File: src/rtl/card_dealer.sv
// card_dealer: deals cards one at a time from a 52-card deck without repeats.
//
// Each deal starts at a pseudo-random deck index taken from a free-running
// 16-bit Galois LFSR. If that card is already dealt, the search steps linearly
// (wrapping 51 -> 0) until it finds an undealt card.
//
// Handshake: dealReq is a one-cycle request that is only accepted in IDLE and
// is never queued. cardValid is a one-cycle strobe that is high in the DELIVER
// state. card and cardValue hold their values until the next delivery.
//
// Ports
//   clk            in   system clock, rising edge
//   reset          in   synchronous active-high reset, highest priority
//   shuffle        in   pulse: return all 52 cards to the deck, abort any deal
//   dealReq        in   pulse: request one card
//   cardValid      out  pulse: card/cardValue hold a newly dealt card
//   card[5:0]      out  {suit[1:0], rank[3:0]}, rank 1..13
//   cardValue[3:0] out  blackjack points (ace = 1, J/Q/K = 10)
//   cardsRemaining out  undealt card count, 0..52
//   deckEmpty      out  cardsRemaining == 0
//   busy           out  deal in progress (SEARCH or DELIVER)
module card_dealer #(
  parameter logic [15:0] LFSR_SEED      = 16'hACE1,
  parameter bit          AUTO_RESHUFFLE = 1'b1
) (
  input  logic       clk,
  input  logic       reset,
  input  logic       shuffle,
  input  logic       dealReq,
  output logic       cardValid,
  output logic [5:0] card,
  output logic [3:0] cardValue,
  output logic [5:0] cardsRemaining,
  output logic       deckEmpty,
  output logic       busy
);

  typedef enum logic [1:0] {
    IDLE    = 2'd0,
    SEARCH  = 2'd1,
    DELIVER = 2'd2
  } state_t;

  localparam logic [5:0]  DECK_SIZE = 6'd52;
  localparam logic [5:0]  LAST_IDX  = 6'd51;
  localparam logic [15:0] LFSR_POLY = 16'hB400;

  state_t      state_q, state_d;
  logic [15:0] lfsr_q, lfsr_d;
  logic [51:0] used_q, used_d;
  logic [5:0]  idx_q, idx_d;
  logic [5:0]  remaining_q, remaining_d;
  logic [5:0]  card_q, card_d;
  logic [3:0]  value_q, value_d;

  logic [5:0]  start_idx;
  logic [5:0]  probe_card;

  // Deck index -> {suit, rank}: suit = idx / 13, rank = (idx mod 13) + 1.
  function automatic logic [5:0] idx_to_card(input logic [5:0] idx);
    logic [1:0] suit;
    logic [5:0] base;
    logic [5:0] offs;
    if (idx >= 6'd39) begin
      suit = 2'd3;
      base = 6'd39;
    end else if (idx >= 6'd26) begin
      suit = 2'd2;
      base = 6'd26;
    end else if (idx >= 6'd13) begin
      suit = 2'd1;
      base = 6'd13;
    end else begin
      suit = 2'd0;
      base = 6'd0;
    end
    offs = idx - base;
    return {suit, offs[3:0] + 4'd1};
  endfunction

  // Blackjack points: face cards count 10, ace counts 1.
  function automatic logic [3:0] rank_to_value(input logic [3:0] rank);
    return (rank > 4'd10) ? 4'd10 : rank;
  endfunction

  // Folding 52..63 down keeps the start index inside the deck.
  assign start_idx  = (lfsr_q[5:0] >= DECK_SIZE) ? (lfsr_q[5:0] - DECK_SIZE) : lfsr_q[5:0];
  assign probe_card = idx_to_card(idx_q);

  always_comb begin
    state_d     = state_q;
    used_d      = used_q;
    idx_d       = idx_q;
    remaining_d = remaining_q;
    card_d      = card_q;
    value_d     = value_q;

    // Galois LFSR, shift right; runs every cycle so idle time adds entropy.
    lfsr_d = {1'b0, lfsr_q[15:1]} ^ (lfsr_q[0] ? LFSR_POLY : 16'h0000);

    unique case (state_q)
      IDLE: begin
        if (dealReq) begin
          if (remaining_q != 6'd0) begin
            idx_d   = start_idx;
            state_d = SEARCH;
          end else if (AUTO_RESHUFFLE) begin
            // Refill and start searching in the same cycle.
            used_d      = '0;
            remaining_d = DECK_SIZE;
            idx_d       = start_idx;
            state_d     = SEARCH;
          end
        end
      end

      SEARCH: begin
        if (!used_q[idx_q]) begin
          used_d[idx_q] = 1'b1;
          card_d        = probe_card;
          value_d       = rank_to_value(probe_card[3:0]);
          remaining_d   = remaining_q - 6'd1;
          state_d       = DELIVER;
        end else begin
          idx_d = (idx_q == LAST_IDX) ? 6'd0 : (idx_q + 6'd1);
        end
      end

      DELIVER: begin
        state_d = IDLE;
      end

      default: begin
        state_d = IDLE;
      end
    endcase

    // shuffle overrides everything above, including a hit being loaded this
    // cycle: the card outputs keep their previous delivery.
    if (shuffle) begin
      state_d     = IDLE;
      used_d      = '0;
      remaining_d = DECK_SIZE;
      card_d      = card_q;
      value_d     = value_q;
    end
  end

  always_ff @(posedge clk) begin
    if (reset) begin
      state_q     <= IDLE;
      lfsr_q      <= LFSR_SEED;
      used_q      <= '0;
      idx_q       <= 6'd0;
      remaining_q <= DECK_SIZE;
      card_q      <= 6'd0;
      value_q     <= 4'd0;
    end else begin
      state_q     <= state_d;
      lfsr_q      <= lfsr_d;
      used_q      <= used_d;
      idx_q       <= idx_d;
      remaining_q <= remaining_d;
      card_q      <= card_d;
      value_q     <= value_d;
    end
  end

  assign cardValid      = (state_q == DELIVER);
  assign busy           = (state_q != IDLE);
  assign card           = card_q;
  assign cardValue      = value_q;
  assign cardsRemaining = remaining_q;
  assign deckEmpty      = (remaining_q == 6'd0);

endmodule

File: config.mk
export PLATFORM = sky130hd
export DESIGN_NAME = card_dealer
export DESIGN_NICKNAME = d
export VERILOG_FILES = /design/src/rtl/card_dealer.sv
export SDC_FILE = /design/constraint.sdc
export NUM_CORES = 1
export LEC_CHECK = 0
export CORE_ASPECT_RATIO = 1.2
export CORE_MARGIN = 2
export CORE_UTILIZATION = 54
export CTS_CLUSTER_SIZE = 12
export DETAILED_ROUTE_END_ITERATION = 10
export GPL_TIMING_DRIVEN = 0
export PLACE_DENSITY = 0.85
export SLEW_MARGIN = 20
export SYNTH_ARGS = -nofsm -noshare
export SYNTH_HDL_FRONTEND = slang
export SYNTH_SLANG_ARGS = --single-unit
export TNS_END_PERCENT = 10
File: constraint.sdc
create_clock -name clk -period 2.9 [get_ports clk]
set_input_delay 0.58 -clock clk [delete_from_list [all_inputs] [get_ports clk]]
set_output_delay 0.58 -clock clk [all_outputs]
set_load 0.1 [all_outputs]
Word-level counts from Yosys, hierarchy flattened
Cells that the tools add are included.
{ "totals": {"out_inout_bits": 19, "in_bits": 4, "elab_cells": 69, "regBits": 92} }
{ "op_classes": {"n_lt_le_gt_ge": 7, "eq_ne": 7, "bitwise": 4, "mux": 28, "addsub": 5, "reduce_logical": 11} }
{ "op_table": {"columns": ["op", "count"], "rows": [
  ["52-bit 2-to-1 mux", 3],
  ["52-bit case mux with 2 select lines", 1],
  ["52-bit bitwise OR", 1],
  ["6-bit 2-to-1 mux", 7],
  ["6-bit case mux with 2 select lines", 2],
  ["16-bit 2-to-1 mux", 1],
  ["4-bit 2-to-1 mux", 4],
  ["15-bit by 16-bit bitwise XOR with 16-bit output", 1],
  ["6-bit >= comparator, second input constant", 2],
  ["2-bit 2-to-1 mux", 4],
  ["2-bit inequality test, second input constant", 4],
  ["6-bit by 7-bit less-than comparator with 1-bit output, second input constant", 1],
  ["6-bit by 1-bit adder with 6-bit output, second input constant", 1],
  ["1-bit binary-select mux with 6-bit select", 1],
  ["1-bit demux with 6-bit select", 1],
  ["6-bit == test, second input constant", 1],
  ["6-bit by 1-bit >= comparator with 1-bit output, second input constant", 1],
  ["6-bit by 4-bit >= comparator with 1-bit output, second input constant", 1],
  ["6-bit by 5-bit >= comparator with 1-bit output, second input constant", 1],
  ["6-bit zero test", 1],
  ["3-bit AND reduction", 2],
  ["6-bit nonzero test", 1],
  ["6-bit by 1-bit subtractor with 6-bit output, second input constant", 1],
  ["6-bit subtractor, second input constant", 1],
  ["14 further kinds", 18]
]} }

Longest topological paths before layout
{ "logic_depth": {"word_depth": 8, "mapped_depth": 16} }

Least setup slack after synthesis
No wires, ideal clock.
{ "synth_path": {"kind": "register to register", "start": "register remaining_q[2], in the netlist cardsRemaining[2]", "end": "register used_q[12]", "t_arrival_ns": 5.441, "setup_time_ns": 0.115, "path_slack_ns": -2.656, "path_stages_with_launch": 8, "path_cell_list": "dfxtp_1 or2_2 nor4b_1 nand3_1 and2_1 clkbuf_1 clkbuf_1 o21a_1"} }
{ "synth_via": {"elab_chain_cells": 3} }
{ "synth_lines": {"columns": ["item", "line", "source"], "rows": [
  ["start, declared", "52", "logic [5:0] remaining_q, remaining_d;"],
  ["start signal, assigned", "163", "remaining_q <= remaining_d;"],
  ["6-bit nonzero test", "104", "if (remaining_q != 6'd0) begin"],
  ["2-bit inequality test (no line)", null, null],
  ["4-bit AND reduction (no line)", null, null],
  ["end signal, assigned", "161", "used_q <= used_d;"],
  ["end, declared", "50", "logic [51:0] used_q, used_d;"]
]} }
Every way passes these cells.
A chain may end at the register's enable or synchronous reset.

Worst setup path after layout
{ "layout_path": {"start": "register idx_q[0]", "end": "register value_q[1], in the netlist cardValue[1]"} }
{ "layout_via": {"elab_chain_cells": 8, "elab_cells_between_ends": 14, "classes_between": "add/sub (2); order compare (4); mux (6); bitwise (1); reduce/logical (1)"} }
{ "layout_lines": {"columns": ["item", "line", "source"], "rows": [
  ["start, declared", "51", "logic [5:0] idx_q, idx_d;"],
  ["start signal, assigned", "162", "idx_q <= idx_d;"],
  ["6-bit by 4-bit >= comparator with 1-bit output", "70", "end else if (idx >= 6'd13) begin"],
  ["4-bit 2-to-1 mux", "70", null],
  ["4-bit 2-to-1 mux", "67", "end else if (idx >= 6'd26) begin"],
  ["4-bit 2-to-1 mux", "64", "if (idx >= 6'd39) begin"],
  ["4-bit subtractor", "77", "offs = idx - base;"],
  ["4-bit by 1-bit adder with 4-bit output", "78", "return {suit, offs[3:0] + 4'd1};"],
  ["4-bit > comparator", "83", "return (rank > 4'd10) ? 4'd10 : rank;"],
  ["4-bit 2-to-1 mux", "83", null],
  ["end signal, assigned", "165", "value_q <= value_d;"],
  ["end, declared", "54", "logic [3:0] value_q, value_d;"]
]} }
Parallel ways exist; a longest one is shown, timed or not. The select of a mux whose other input is x is not followed.

==> results.yml <==
clock_network:
  clockBufferDepth: 2
  cts_root_buffer: "clkbuf_8"
  path_clk_slew_ns: 0.09
  cts_tree: "built"
  numCtsBuffers: 9
  clk_latency_ns: 0.37
  htreeDepth: 3
  cts_sinks: 92
  postCtsHoldBufs: 0
floorplanning:
  initial_utilization_pct: 55.7
  die_h_um: 102
  die_w_um: 85.4
  die_area_sq_um: 8680
  core_area_sq_um: 7710
  rows: 35
  io_pins: 23
yosys:
  synth_flop_cell: "dfxtp_1"
  synth_area_leaders: "dfxtp_1 43%, o21a_1 9.4%, nor3_1 7.1%"
  ys_async_sr_fraction_pct: 0
  ys_ff_latch: 92
  syn-num-nets: 483
  yosysTopAreaCell: "dfxtp_1"
  synth_edf_count: 0
  synth-warning-count: 0
  syn_avg_cell_area_sq_um: 9.18
  yosysTopAreaCellShare_pct: 42.9
  ys_types: 50
  synth.yosys.seq_area_share_pct: 42.9
  synthCells: 468
  syn_area_sq_um: 4290
sta:
  tightest_slew_ns: 1.01
  finalCriticalPeriod_ns: 2.83
  whs_ns: 0.416
  setup_viol: 0
  final-max-slew-violation-count: 0
  clock.fmax_mhz: 354
  fin_ws_ns: 0.0720
  slew_headroom_pct: 32.7
  fin_skew_ns: 0.00726
  fin_crit_sh_pct: 97.5
  rsz0062_at_grt: "true"
  finalHoldViolations: 0
placement:
  gp_congestion: 0.894
  portBuffers: 21
  dp_cells: 581
  place_ws_ns: -0.440
  post-dp-hpwl_um: 6860
power_and_ir_drop:
  p_leak_uw: 0.00178
  ir_drop_mv: 0.450
  p_per_area_nw_per_um2: 547
grt:
  track_usage_pct: 24.6
  grt_max_degree: 20
  grt_pass1_vias: 3539
  grt_first_pass_wirelength_um: 16800
  antenna_found_initial: 0
  gr-total-overflow: 0
setup_path:
  reg2reg_depth: 15
  required_ns: 3.14
  crit_family: "adder cells"
  crit-reg2reg-launch: "idx_q[0]"
  cpPeakStageDelay_ns: 0.56
  crit_top_cell: "inv_1"
  worst-setup-path-type: "flip-flop to flip-flop"
  worstPathArrival_ns: 3.07
  path_cells: "buf_12, clkinv_8, ha_1, nor3_2, nor2_2, or2_4, ha_4, inv_2, ha_2, inv_1, fa_2, inv_1, a21o_1, nand2_1, a21oi_1"
  r2r_slack_ns: 0.07
  r2r_end: "cardValue[1]"
  critPathLaunchType: "flip-flop"
  end_kind: "flip-flop"
  cp_max_fo: 10
  cp_slowest_cell: "fa_2"
  path_buf_inv: 5
routing:
  vias_per_cell: 5.91
  dr_total_vias: 3572
  wl_per_cell_um: 17.0
  first_iter_violations: 272
  antenna_left: 0
  drt-total-wl_um: 10300
  dr.pass1.iters: 6
  drc_errors: 0
job:
  maxCapViolations: 0
final_layout:
  fillers: 603
  layout_commonest_cell: "dfxtp_1"
  area_delta_synth_final_pct: 17.0
  stdcell_count: 604
  nets: 522
  final_cell_mix: "84 x dfxtp_1, 60 x nor3_1, 54 x o21a_1, 25 x nand2_1, 25 x nor2_1"
  drive_gt1_share_pct: 15.4
  antenna_cells: 0
hold_path:
  min-delay-path-class: "flip-flop to flip-flop"
  hold_path_end: "lfsr_q[6]"
  whs_path_depth: 1
  worstHoldStart: "lfsr_q[7]"
run_status:
  status: "finished, final reports clean"
kinds of logic after synthesis:
family / Yosys count / share of synthesized area [%]
compound gates: 105 / 17.0
xor+xnor: 13 / 2.65
fa+ha+maj: 11 / 3.38
buf+inv: 48 / 5.86
flops: 92 / 42.9
mux: 27 / 7.17
simple gates: 172 / 21.0
through the flow:
step	cell area, sq um	setup TNS (ns)	utilization, %	power [uW]
final	5020	0	65.2	2750
after global routing	5020	-0.107	65.2	2850
after CTS	4890	-0.0648	63.4	2700
after detailed placement	4660	-2.26	60.5	1830
after global placement	4660	-1.96	60.5	1820
after floorplan	4330	-0.0342	-	1720
flip-flops by register name (all words and copies together) (netlist names):
signal and flops:
lfsr_q 16, cardsRemaining 6, cardValue 4, idx_q 6, state_q 2, used_q 52, card 6
routing by layer:
metal / global-route usage, % / vias up / wire length, um
li1: - / 1722 / -
met1: 29.7 / 1698 / 4230
met2: 41.0 / 126 / 5110
met3: 5.62 / 26 / 632
met4: 13.1 / 0 / 310
met5: 0 / - / 0
what timing repair did:
| action | in CTS | in global routing |
|---|---|---|
| endpoints found under the setup margin | 7 | 6 |
| gates cloned | 0 | 0 |
| buffers inserted | 0 | 8 |
| pin swaps | 3 | 8 |
| resized for setup | 10 | 16 |
cells in the mapped netlist, types with 10 or more instances:
| cell | instances |
|---|---|
| dfxtp_1 | 92 |
| nor3_1 | 61 |
| o21a_1 | 54 |
| nor2_1 | 26 |
| nand2_1 | 25 |
| mux2i_1 | 24 |
| a21oi_1 | 20 |
| clkbuf_1 | 18 |
| xnor2_1 | 11 |
| ha_1 | 10 |
| inv_1 | 10 |
| nor2b_1 | 10 |
power breakdown:
group,switching [uW],internal [uW],leakage [uW],total (uW)
logic,353,209,0.000926,561
clock network,452,422,0.000106,874
registers,20.8,1290,0.000749,1310
cell type report:
cell class	instances	area [sq um]	area share, %
plain buffers	36	224	4.46
clock buffers	10	138	2.74
clock inverters	6	62.6	1.25
inverters	11	57.6	1.15
multi-input cells	328	2290	45.7
flip-flops and latches	92	1860	37.1
well taps	92	115	2.29
repair buffers	29	269	5.36
worst max path at each step:
| stage | startpoint | endpoint | slack, ns | depth (start not counted) |
|---|---|---|---|---|
| global placement | idx_q[0] | cardValue[0] | -0.39 | 13 |
| finish | idx_q[0] | cardValue[1] | 0.07 | 15 |
| floorplan | idx_q[0] | cardValue[1] | -0.02 | 16 |
| CTS | idx_q[0] | cardValue[0] | -0.04 | 15 |
| detailed placement | idx_q[0] | cardValue[0] | -0.44 | 13 |
| global route | idx_q[0] | cardValue[0] | -0.05 | 15 |
(Power assumes the default switching activity.)
